--- src/rtl/defines.vh ---
// Board-level constants for the peripheral bridge: memory-mapped peripheral
// addresses and the debounce window used on the real board clock.
`ifndef PERI_DEFINES_VH
`define PERI_DEFINES_VH

`define PERI_ADDR_DIG   32'hFFFF_F000
`define PERI_ADDR_LED   32'hFFFF_F060
`define PERI_ADDR_SW    32'hFFFF_F070
`define PERI_ADDR_BTN   32'hFFFF_F078
`define PERI_SPACE_BASE 32'hFFFF_F000
`define PERI_DEB_MAX    32'd999_999

`endif

--- src/rtl/peri_bridge_pkg.sv ---
// Shared types and constants for the CPU-to-peripheral bridge: the address
// regions the bridge decodes and the helper that classifies a CPU address.
package peri_bridge_pkg;

`include "defines.vh"

  localparam logic [31:0] ADDR_DIG        = `PERI_ADDR_DIG;
  localparam logic [31:0] ADDR_LED        = `PERI_ADDR_LED;
  localparam logic [31:0] ADDR_SW         = `PERI_ADDR_SW;
  localparam logic [31:0] ADDR_BTN        = `PERI_ADDR_BTN;
  localparam logic [31:0] PERI_BASE       = `PERI_SPACE_BASE;
  localparam logic [31:0] DEB_MAX_DEFAULT = `PERI_DEB_MAX;

  localparam int NUM_BTN = 5;
  localparam int NUM_SW  = 24;

  typedef enum logic [2:0] {
    REG_DRAM,
    REG_DIG,
    REG_LED,
    REG_SW,
    REG_BTN,
    REG_UNMAPPED
  } region_e;

  // Exact-match decode of the four peripherals; anything else in the top
  // page is an unmapped peripheral, everything below it belongs to DRAM.
  function automatic region_e decode_region(input logic [31:0] addr);
    region_e r;
    if (addr == ADDR_DIG)       r = REG_DIG;
    else if (addr == ADDR_LED)  r = REG_LED;
    else if (addr == ADDR_SW)   r = REG_SW;
    else if (addr == ADDR_BTN)  r = REG_BTN;
    else if (addr >= PERI_BASE) r = REG_UNMAPPED;
    else                        r = REG_DRAM;
    return r;
  endfunction

endpackage

--- src/rtl/btn_debounce.sv ---
// One-bit button debouncer. The input must already be synchronised to clk_i.
// The debounced level only changes after the input has disagreed with it for
// DEB_MAX+1 consecutive cycles; any agreement restarts the window.
module btn_debounce
  import peri_bridge_pkg::*;
#(
  parameter logic [31:0] DEB_MAX = DEB_MAX_DEFAULT
) (
  input  logic clk_i,
  input  logic rst_ni,
  input  logic btn_i,
  output logic deb_o,
  output logic rise_o
);

  logic [31:0] cnt_q;
  logic        deb_q;
  logic        at_max;

  assign at_max = (cnt_q == DEB_MAX);
  assign deb_o  = deb_q;
  // High during the cycle whose edge will flip the debounced level to 1,
  // so a sticky press flag can be set on that same edge.
  assign rise_o = btn_i && !deb_q && at_max;

  // Count cycles of disagreement; flip the debounced level when the window fills.
  always_ff @(posedge clk_i or negedge rst_ni) begin
    if (!rst_ni) begin
      cnt_q <= '0;
      deb_q <= 1'b0;
    end else if (btn_i == deb_q) begin
      cnt_q <= '0;
    end else if (at_max) begin
      cnt_q <= '0;
      deb_q <= ~deb_q;
    end else begin
      cnt_q <= cnt_q + 32'd1;
    end
  end

endmodule

--- src/rtl/peri_bridge.sv ---
// CPU data-bus bridge: routes stores to DRAM, the seven-segment display and
// the LED register, and returns loads from DRAM, switches, buttons and LEDs
// with one cycle of latency. Switches and buttons are synchronised, buttons
// are debounced and latch sticky press flags that clear when read.
module peri_bridge
  import peri_bridge_pkg::*;
#(
  parameter logic [31:0] DEB_MAX     = DEB_MAX_DEFAULT,
  parameter int          SYNC_STAGES = 2
) (
  input  logic        clk_i,
  input  logic        rst_ni,
  input  logic [31:0] addr_i,
  input  logic [31:0] wdata_i,
  input  logic        we_i,
  input  logic        re_i,
  output logic [31:0] rdata_o,
  output logic        dram_we_o,
  input  logic [31:0] dram_rdata_i,
  output logic        dig_we_o,
  output logic [31:0] dig_addr_o,
  output logic [31:0] dig_data_o,
  output logic [23:0] led_o,
  input  logic [23:0] sw_i,
  input  logic [4:0]  btn_i
);

  region_e region;

  logic [SYNC_STAGES-1:0][NUM_SW-1:0]  sw_pipe_q;
  logic [SYNC_STAGES-1:0][NUM_BTN-1:0] btn_pipe_q;
  logic [NUM_SW-1:0]  sw_sync;
  logic [NUM_BTN-1:0] btn_sync;

  logic [NUM_BTN-1:0] btn_deb;
  logic [NUM_BTN-1:0] btn_rise;
  logic [NUM_BTN-1:0] press_flags;

  logic        load_btn;
  logic [31:0] peri_rdata;
  logic        rd_pend_q;
  logic        rd_dram_q;
  logic [31:0] rd_peri_q;
  logic [31:0] rd_hold_q;

  assign region = decode_region(addr_i);

  assign dram_we_o  = rst_ni && we_i && (region == REG_DRAM);
  assign dig_we_o   = rst_ni && we_i && (region == REG_DIG);
  assign dig_addr_o = addr_i;
  assign dig_data_o = wdata_i;

  assign sw_sync  = sw_pipe_q[SYNC_STAGES-1];
  assign btn_sync = btn_pipe_q[SYNC_STAGES-1];

  // Multi-flop synchronisers bring the asynchronous switches and buttons into clk_i.
  always_ff @(posedge clk_i or negedge rst_ni) begin
    if (!rst_ni) begin
      sw_pipe_q  <= '0;
      btn_pipe_q <= '0;
    end else begin
      sw_pipe_q  <= {sw_pipe_q[SYNC_STAGES-2:0], sw_i};
      btn_pipe_q <= {btn_pipe_q[SYNC_STAGES-2:0], btn_i};
    end
  end

  for (genvar k = 0; k < NUM_BTN; k++) begin : g_deb
    btn_debounce #(
      .DEB_MAX(DEB_MAX)
    ) u_deb (
      .clk_i (clk_i),
      .rst_ni(rst_ni),
      .btn_i (btn_sync[k]),
      .deb_o (btn_deb[k]),
      .rise_o(btn_rise[k])
    );
  end

  assign load_btn = re_i && (region == REG_BTN);

  // Sticky press flags: a BTN load clears them, but a press landing on the same edge survives.
  always_ff @(posedge clk_i or negedge rst_ni) begin
    if (!rst_ni) begin
      press_flags <= '0;
    end else begin
      press_flags <= (load_btn ? '0 : press_flags) | btn_rise;
    end
  end

  // LED register is written only by an exact-address store.
  always_ff @(posedge clk_i or negedge rst_ni) begin
    if (!rst_ni) begin
      led_o <= '0;
    end else if (we_i && (region == REG_LED)) begin
      led_o <= wdata_i[23:0];
    end
  end

  // Peripheral read value selected by the current address, sampled on a load.
  always_comb begin
    peri_rdata = 32'h0;
    case (region)
      REG_SW:  peri_rdata = {8'h0, sw_sync};
      REG_BTN: peri_rdata = {19'h0, press_flags, 3'h0, btn_deb};
      REG_LED: peri_rdata = {8'h0, led_o};
      default: peri_rdata = 32'h0;
    endcase
  end

  // Register the load's source; after the data cycle, remember what was shown so rdata_o holds.
  always_ff @(posedge clk_i or negedge rst_ni) begin
    if (!rst_ni) begin
      rd_pend_q <= 1'b0;
      rd_dram_q <= 1'b0;
      rd_peri_q <= '0;
      rd_hold_q <= '0;
    end else begin
      rd_pend_q <= re_i;
      if (rd_pend_q) begin
        rd_hold_q <= rdata_o;
      end
      if (re_i) begin
        rd_dram_q <= (region == REG_DRAM);
        rd_peri_q <= peri_rdata;
      end
    end
  end

  assign rdata_o = !rd_pend_q ? rd_hold_q : (rd_dram_q ? dram_rdata_i : rd_peri_q);

endmodule

--- config.mk ---
export PLATFORM = sky130hd
export DESIGN_NAME = peri_bridge
export DESIGN_NICKNAME = d
export VERILOG_FILES = /design/src/rtl/peri_bridge_pkg.sv /design/src/rtl/btn_debounce.sv /design/src/rtl/peri_bridge.sv
export VERILOG_INCLUDE_DIRS = /design/src /design/src/rtl
export SDC_FILE = /design/constraint.sdc
export NUM_CORES = 1
export LEC_CHECK = 0
export CAP_MARGIN = 20
export CORE_ASPECT_RATIO = 1.75
export CORE_MARGIN = 4
export CORE_UTILIZATION = 58
export CTS_CLUSTER_DIAMETER = 100
export CTS_CLUSTER_SIZE = 10
export DETAILED_ROUTE_END_ITERATION = 7
export GPL_TIMING_DRIVEN = 0
export PLACE_DENSITY = 0.88
export SLEW_MARGIN = 20
export SYNTH_ARGS = -nofsm -noshare
export SYNTH_HDL_FRONTEND = slang
export SYNTH_HIERARCHICAL = 1
export SYNTH_SLANG_ARGS = --single-unit
--- constraint.sdc ---
create_clock -name clk_i -period 3.4 [get_ports clk_i]
set_input_delay 0.68 -clock clk_i [delete_from_list [all_inputs] [get_ports clk_i]]
set_output_delay 0.68 -clock clk_i [all_outputs]
set_load 0.01 [all_outputs]
### Word-level counts from Yosys, hierarchy flattened

Cells that the tools add are included.

| storage, ports and cells | value |
|---|---|
| output and inout port bits | 122 |
| input bits | 129 |
| logic and storage cells | 100 |
| flip-flop bits (word level) | 318 |

| cells by class | value |
|---|---|
| order comparisons | 1 |
| bitwise gates (word level) | 11 |
| add/subtract/negate cells | 5 |
| reduce and logical (&&, ||, !) cells | 26 |
| mux-type cells | 19 |
| eq/ne operators | 18 |

Operators by type and width:

| operator | count |
|---|---|
| $mux 32 | 12 |
| $add 32x1->32 const B | 5 |
| $eq 32x20->1 const B | 5 |
| $eq 32x32->1 const B | 4 |
| $pmux 24 s3 | 1 |
| $ge 32x32->1 const B | 1 |
| $logic_and 1x1->1 | 15 |
| $mux 3 | 5 |
| $not 1->1 | 10 |
| $reduce_and 2->1 | 5 |
| $eq 3x2->1 const B | 2 |
| $eq 1x1->1 | 5 |
| $logic_not 1->1 | 5 |
| $mux 5 | 1 |
| $or 5x5->5 | 1 |
| $eq 3x1->1 const B | 1 |
| $eq 3x3->1 const B | 1 |
| $logic_not 3->1 | 1 |

### Depth between registers and ports, before layout

| logic depth | value |
|---|---|
| depth in word-level cells | 10 |
| depth in mapped cells | 7 |
| mapped depth without buffers | 5 |

### By module

Netlist, hierarchy kept.

By module, submodules not included:

| module | area each (µm²) | cells an instance | times used | sequential area each (µm²) |
|---|---|---|---|---|
| btn_debounce | 1811.7 | 189 | 5 | 825.8 |
| peri_bridge | 6219.7 | 530 | 1 | 3628.5 |

### Worst setup path after synthesis

Ideal clock, no wire load.

| timing path | value |
|---|---|
| kind | in2out |
| from | input port addr_i[9] |
| to | output port dig_we_o |
| path buffers | 0 |
| stages | 4 |
| arrival time | 1.640 ns |
| setup slack | 1.080 ns |
| data required time | 2.720 ns |
| cell sequence | or4_4 > nor2_4 > nand4_1 > nor2_1 |

| between the ends | value |
|---|---|
| word-level cells in the longest chain between the ends | 8 |
| elaborated cells on any way between the ends | 12 |
| classes of those cells | order compare: 1; eq/ne: 5; mux: 5; reduce/logical: 1 |

RTL lines:

| element | line | source |
|---|---|---|
| start, declared | peri_bridge.sv:13 | `input logic [31:0] addr_i,` |
| $ge 32x32->1 | peri_bridge_pkg.sv:34 | `else if (addr >= PERI_BASE) r = REG_UNMAPPED;` |
| $mux 3 | peri_bridge_pkg.sv:34 |  |
| $mux 3 | peri_bridge_pkg.sv:33 | `else if (addr == ADDR_BTN) r = REG_BTN;` |
| $mux 3 | peri_bridge_pkg.sv:32 | `else if (addr == ADDR_SW) r = REG_SW;` |
| $mux 3 | peri_bridge_pkg.sv:31 | `else if (addr == ADDR_LED) r = REG_LED;` |
| $mux 3 * | peri_bridge_pkg.sv:30 | `if (addr == ADDR_DIG) r = REG_DIG;` |
| $eq 3x1->1 * | peri_bridge.sv:49 | `assign dig_we_o = rst_ni && we_i && (region == REG_DIG);` |
| $logic_and 1x1->1 * | peri_bridge.sv:49 |  |
| end, declared | peri_bridge.sv:20 | `output logic dig_we_o,` |

Every way passes the cells marked *; elsewhere a longest branch is shown, timed or not.

### Worst setup path after layout

| timing path | value |
|---|---|
| from | input port addr_i[19] |
| to | output port dram_we_o |

| between the ends | value |
|---|---|
| word-level cells in the longest chain between the ends | 8 |
| elaborated cells on any way between the ends | 12 |
| classes of those cells | order compare: 1; eq/ne: 4; mux: 5; reduce/logical: 2 |

RTL lines:

| element | line | source |
|---|---|---|
| $ge 32x32->1 | peri_bridge_pkg.sv:34 |  |
| $mux 3 | peri_bridge_pkg.sv:34 |  |
| $mux 3 | peri_bridge_pkg.sv:33 |  |
| $mux 3 | peri_bridge_pkg.sv:32 |  |
| $mux 3 | peri_bridge_pkg.sv:31 |  |
| $mux 3 * | peri_bridge_pkg.sv:30 |  |
| $logic_not 3->1 * | peri_bridge.sv:48 | `assign dram_we_o = rst_ni && we_i && (region == REG_DRAM);` |
| $logic_and 1x1->1 * | peri_bridge.sv:48 |  |
| end, declared | peri_bridge.sv:18 | `output logic dram_we_o,` |

Marks and branches as above.

==> impl_results.md <==
* DRT iter0 DRCs at 1136
* Placed cell areas at 0.01818 sq mm
* TritonCTS clock tree: done
* RSZ-0062 raised after global routing: false
* Die Wd at 130.7 um
* Post-Route Setup TNS at 0 ps
* Pwr Density at 413.0 mW/mm^2
* Hold Vio Cnt, Final at 0
* Clock Tree Root: clkbuf_16
* CTS H-tree lvls at 2
* Critical path arrival at 2620 ps
* FP Rows at 78
* Total chip power at around 7900 uW
* Slew @ Worst Pin at 613.0 ps
* Synthesized net count at 1614
* Initial antenna violation count at 1
* Chip Height at 222.7 um
* Die footprint at approximately 0.029 sq mm
* FMAX at 302.8 MHz
* First-pass GRT wire length at approximately 67 mm
* Final instance area at 0.01915 sq mm
* WS Path Type: input port to output port
* Number of CTS-inserted buffers at 36
* Global-route congestion overflow total at 0
* First-pass iteration count of the detailed router at 6
* CTS Buffer Depth at 3
* Type of the most critical hold path: input port to asynchronous set/reset pin
* Commonest non-fill, non-tap cell in the layout: dfrtp_1
* Vias at 13180
* Final HPWL DP at 29.81 mm
* Clock skew at 13.05 ps
* Mean Syn Cell Area at 10.36 sq um
* Reg2reg end: g_deb[3].u_deb/cnt_q[28]
* Yosys reg bits at 310
* Status: finished clean
* I/O pin cnt at 251
* Drt drc at 0
* Max-Cap Viols at 0
* Worst r2r path cells at 6
* Number of global-route vias before repair at 13360
* Most frequent cells in the layout: 310 x dfrtp_1, 239 x clkdlybuf4s50_1, 128 x a21oi_1
* IO buf count at 241
* Fin crit share at a little over nine tenths
* Post-Syn Area at 0.01528 sq mm
* Leakage at between 0.008 and 0.009 uW
* Share of layout cells above drive strength 1 at 12.46%
* Critical R2R Launch: g_deb[3].u_deb/cnt_q[0]
* Largest net degree at the start of global routing at 93
* Ys flop type: dfrtp_1
* Worst-Skew Late Latency at 530 ps
* Yosys warns at 6
* Fin. max-slew vios at 0
* Critical Path RT at between 2000 and 3000 ps
* Final worst slack at 96.94 ps
* Synth unique cells at 43
* Post-DR vias/cell at around 6.3
* Final Setup Violations at 0
* Initial Utilization at 58.85%
* Routed len/inst at around 20 um
* Antenna Nets Post-Route at 0
* Register area share after synthesis at 50.77%
* Reg clk slew, reported paths at 50 ps
* Asr flop ratio synth at 100.0%
* Maximum vdd drop at 0.0003665 V
* Core ar. at 0.02596 sq mm
* Area delta synth->final at 25.37%
* CP startpoint kind: input port
* RePlAce Congestion at ~0.9
* Slew HR at 59.13%
* Clock sink count at 310
* R2R setup slack at 1080 ps
* CP Max Fanout at 4
* Post-CTS Setup Bufs at 0
* Min cycle time layout at between 3000 and 4000 ps
* CP Capture Type: output port
* Post-synth EDFFs at 0
* Final #Nets at 1896
* Worst slack, placed at -115.2 ps
* Total Wirelength at 42.44 mm
* GRT Util Overall at 28.87%
* Synth Instances at 1475
-- worst max-delay path: stages --
cell and delay (ps):
clkdlybuf4s50_1 480, nand4_1 200, nor4_4 470, nand2_1 120, and3_1 190, clkdlybuf4s50_1 480
-- state kept, by name (all words and copies together), names as in the netlist --
signal	flops
btn_pipe_q	5
rd_pend_q	1
g_deb.u_deb/cnt_q	160
rd_hold_q	32
rd_peri_q	24
sw_sync	24
btn_sync	5
rd_dram_q	1
g_deb.u_deb/deb_o	5
press_flags	5
led_o	24
sw_pipe_q	24
-- through the flow --
step           utilization (%)  hold slack (ps)  instances
6_report                 73.79            85.34       2079
5_1_grt                  73.79            127.3       2079
4_1_cts                  73.77            95.48       2078
3_5_place_dp             70.03            338.7       2039
3_3_place_gp             69.69            331.3       2036
2_1_floorplan                -            331.2       1475
-- synth_stat cells, types with 24 or more instances --
library cell / count / area, sq um
a21oi_1: 128 / 640.6
and4_1: 26 / 227.7
buf_4: 69 / 518.0
clkbuf_1: 27 / 101.4
dfrtp_1: 310 / 7757
inv_1: 57 / 214.0
mux2i_1: 34 / 340.3
nand2_1: 79 / 296.5
nand3_1: 52 / 260.3
nand4_1: 92 / 575.6
nor2_1: 112 / 420.4
o21ai_0: 36 / 180.2
o22ai_1: 24 / 150.1
o31ai_1: 55 / 412.9
or3_1: 25 / 156.4
or4_1: 65 / 488.0
xnor2_1: 35 / 306.5
xor2_1: 40 / 350.3
-- where the power goes --
| part | internal (uW) | leakage, uW | total, uW | switching, uW |
|---|---|---|---|---|
| Combinational | 398 | 0.00354 | 751 | 352 |
| Clock | 1920 | 0.000465 | 3340 | 1420 |
| Sequential | 3780 | 0.00410 | 3820 | 40.3 |
| Total | 6090 | 0.00810 | 7910 | 1820 |
-- timing repair --
action / 4_1_cts / 5_1_grt
gates resized for setup: 1 / 3
cloned: 1 / 0
hold buffers: 0 / 0
hold endpoints to repair: 0 / 0
endpoints found under the setup margin: 5 / 21
pin swaps: 2 / 1
-- routing by layer --
metal | track usage (%) | part of all wire (%) | up-vias
met5 | 0 | 0 | -
met4 | 13.32 | 5.1 | 0
met3 | 4.859 | 6.8 | 161
met2 | 52.88 | 54 | 642
met1 | 31.69 | 34 | 6470
li1 | - | - | 5902
-- how the worst max path moves through the flow --
stage	start	endpoint	slack [ps]	depth (start not counted)
after floorplan	addr_i[9]	dig_we_o	1080	4
after global placement	rst_ni	rd_hold_q[18]	-11440	1
after detailed placement	rst_ni	dig_we_o	-120	6
after CTS	rd_pend_q	rdata_o[8]	40	5
after global routing	addr_i[19]	dram_we_o	0.9	6
final	addr_i[19]	dram_we_o	100	6
-- cell families after synthesis --
logic type               Yosys count  share of synthesized area (%)
flip-flops                       310                          50.77
XOR/XNOR                          75                          4.299
buffers and inverters            199                          7.616
AO/OA/AOI/OAI                    269                          10.82
AND/OR/NAND/NOR                  540                          20.15
multiplexers                      72                          5.520
adder cells (fa/ha/maj)           10                         0.8189
-- layout make-up --
type                            count  area, sq um
Buffer                            141        948.4
Multi-Input combinational cell    966         6357
Tap cell                          320        400.4
Inverter                           57        214.0
Clock buffer                       37        925.9
Sequential cell                   310         7757
Fill cell                        1727         6805
Antenna cell                        1        2.502
Timing Repair Buffer              245         2531
Clock inverter                      2        17.52
(Power assumes the default switching activity.)
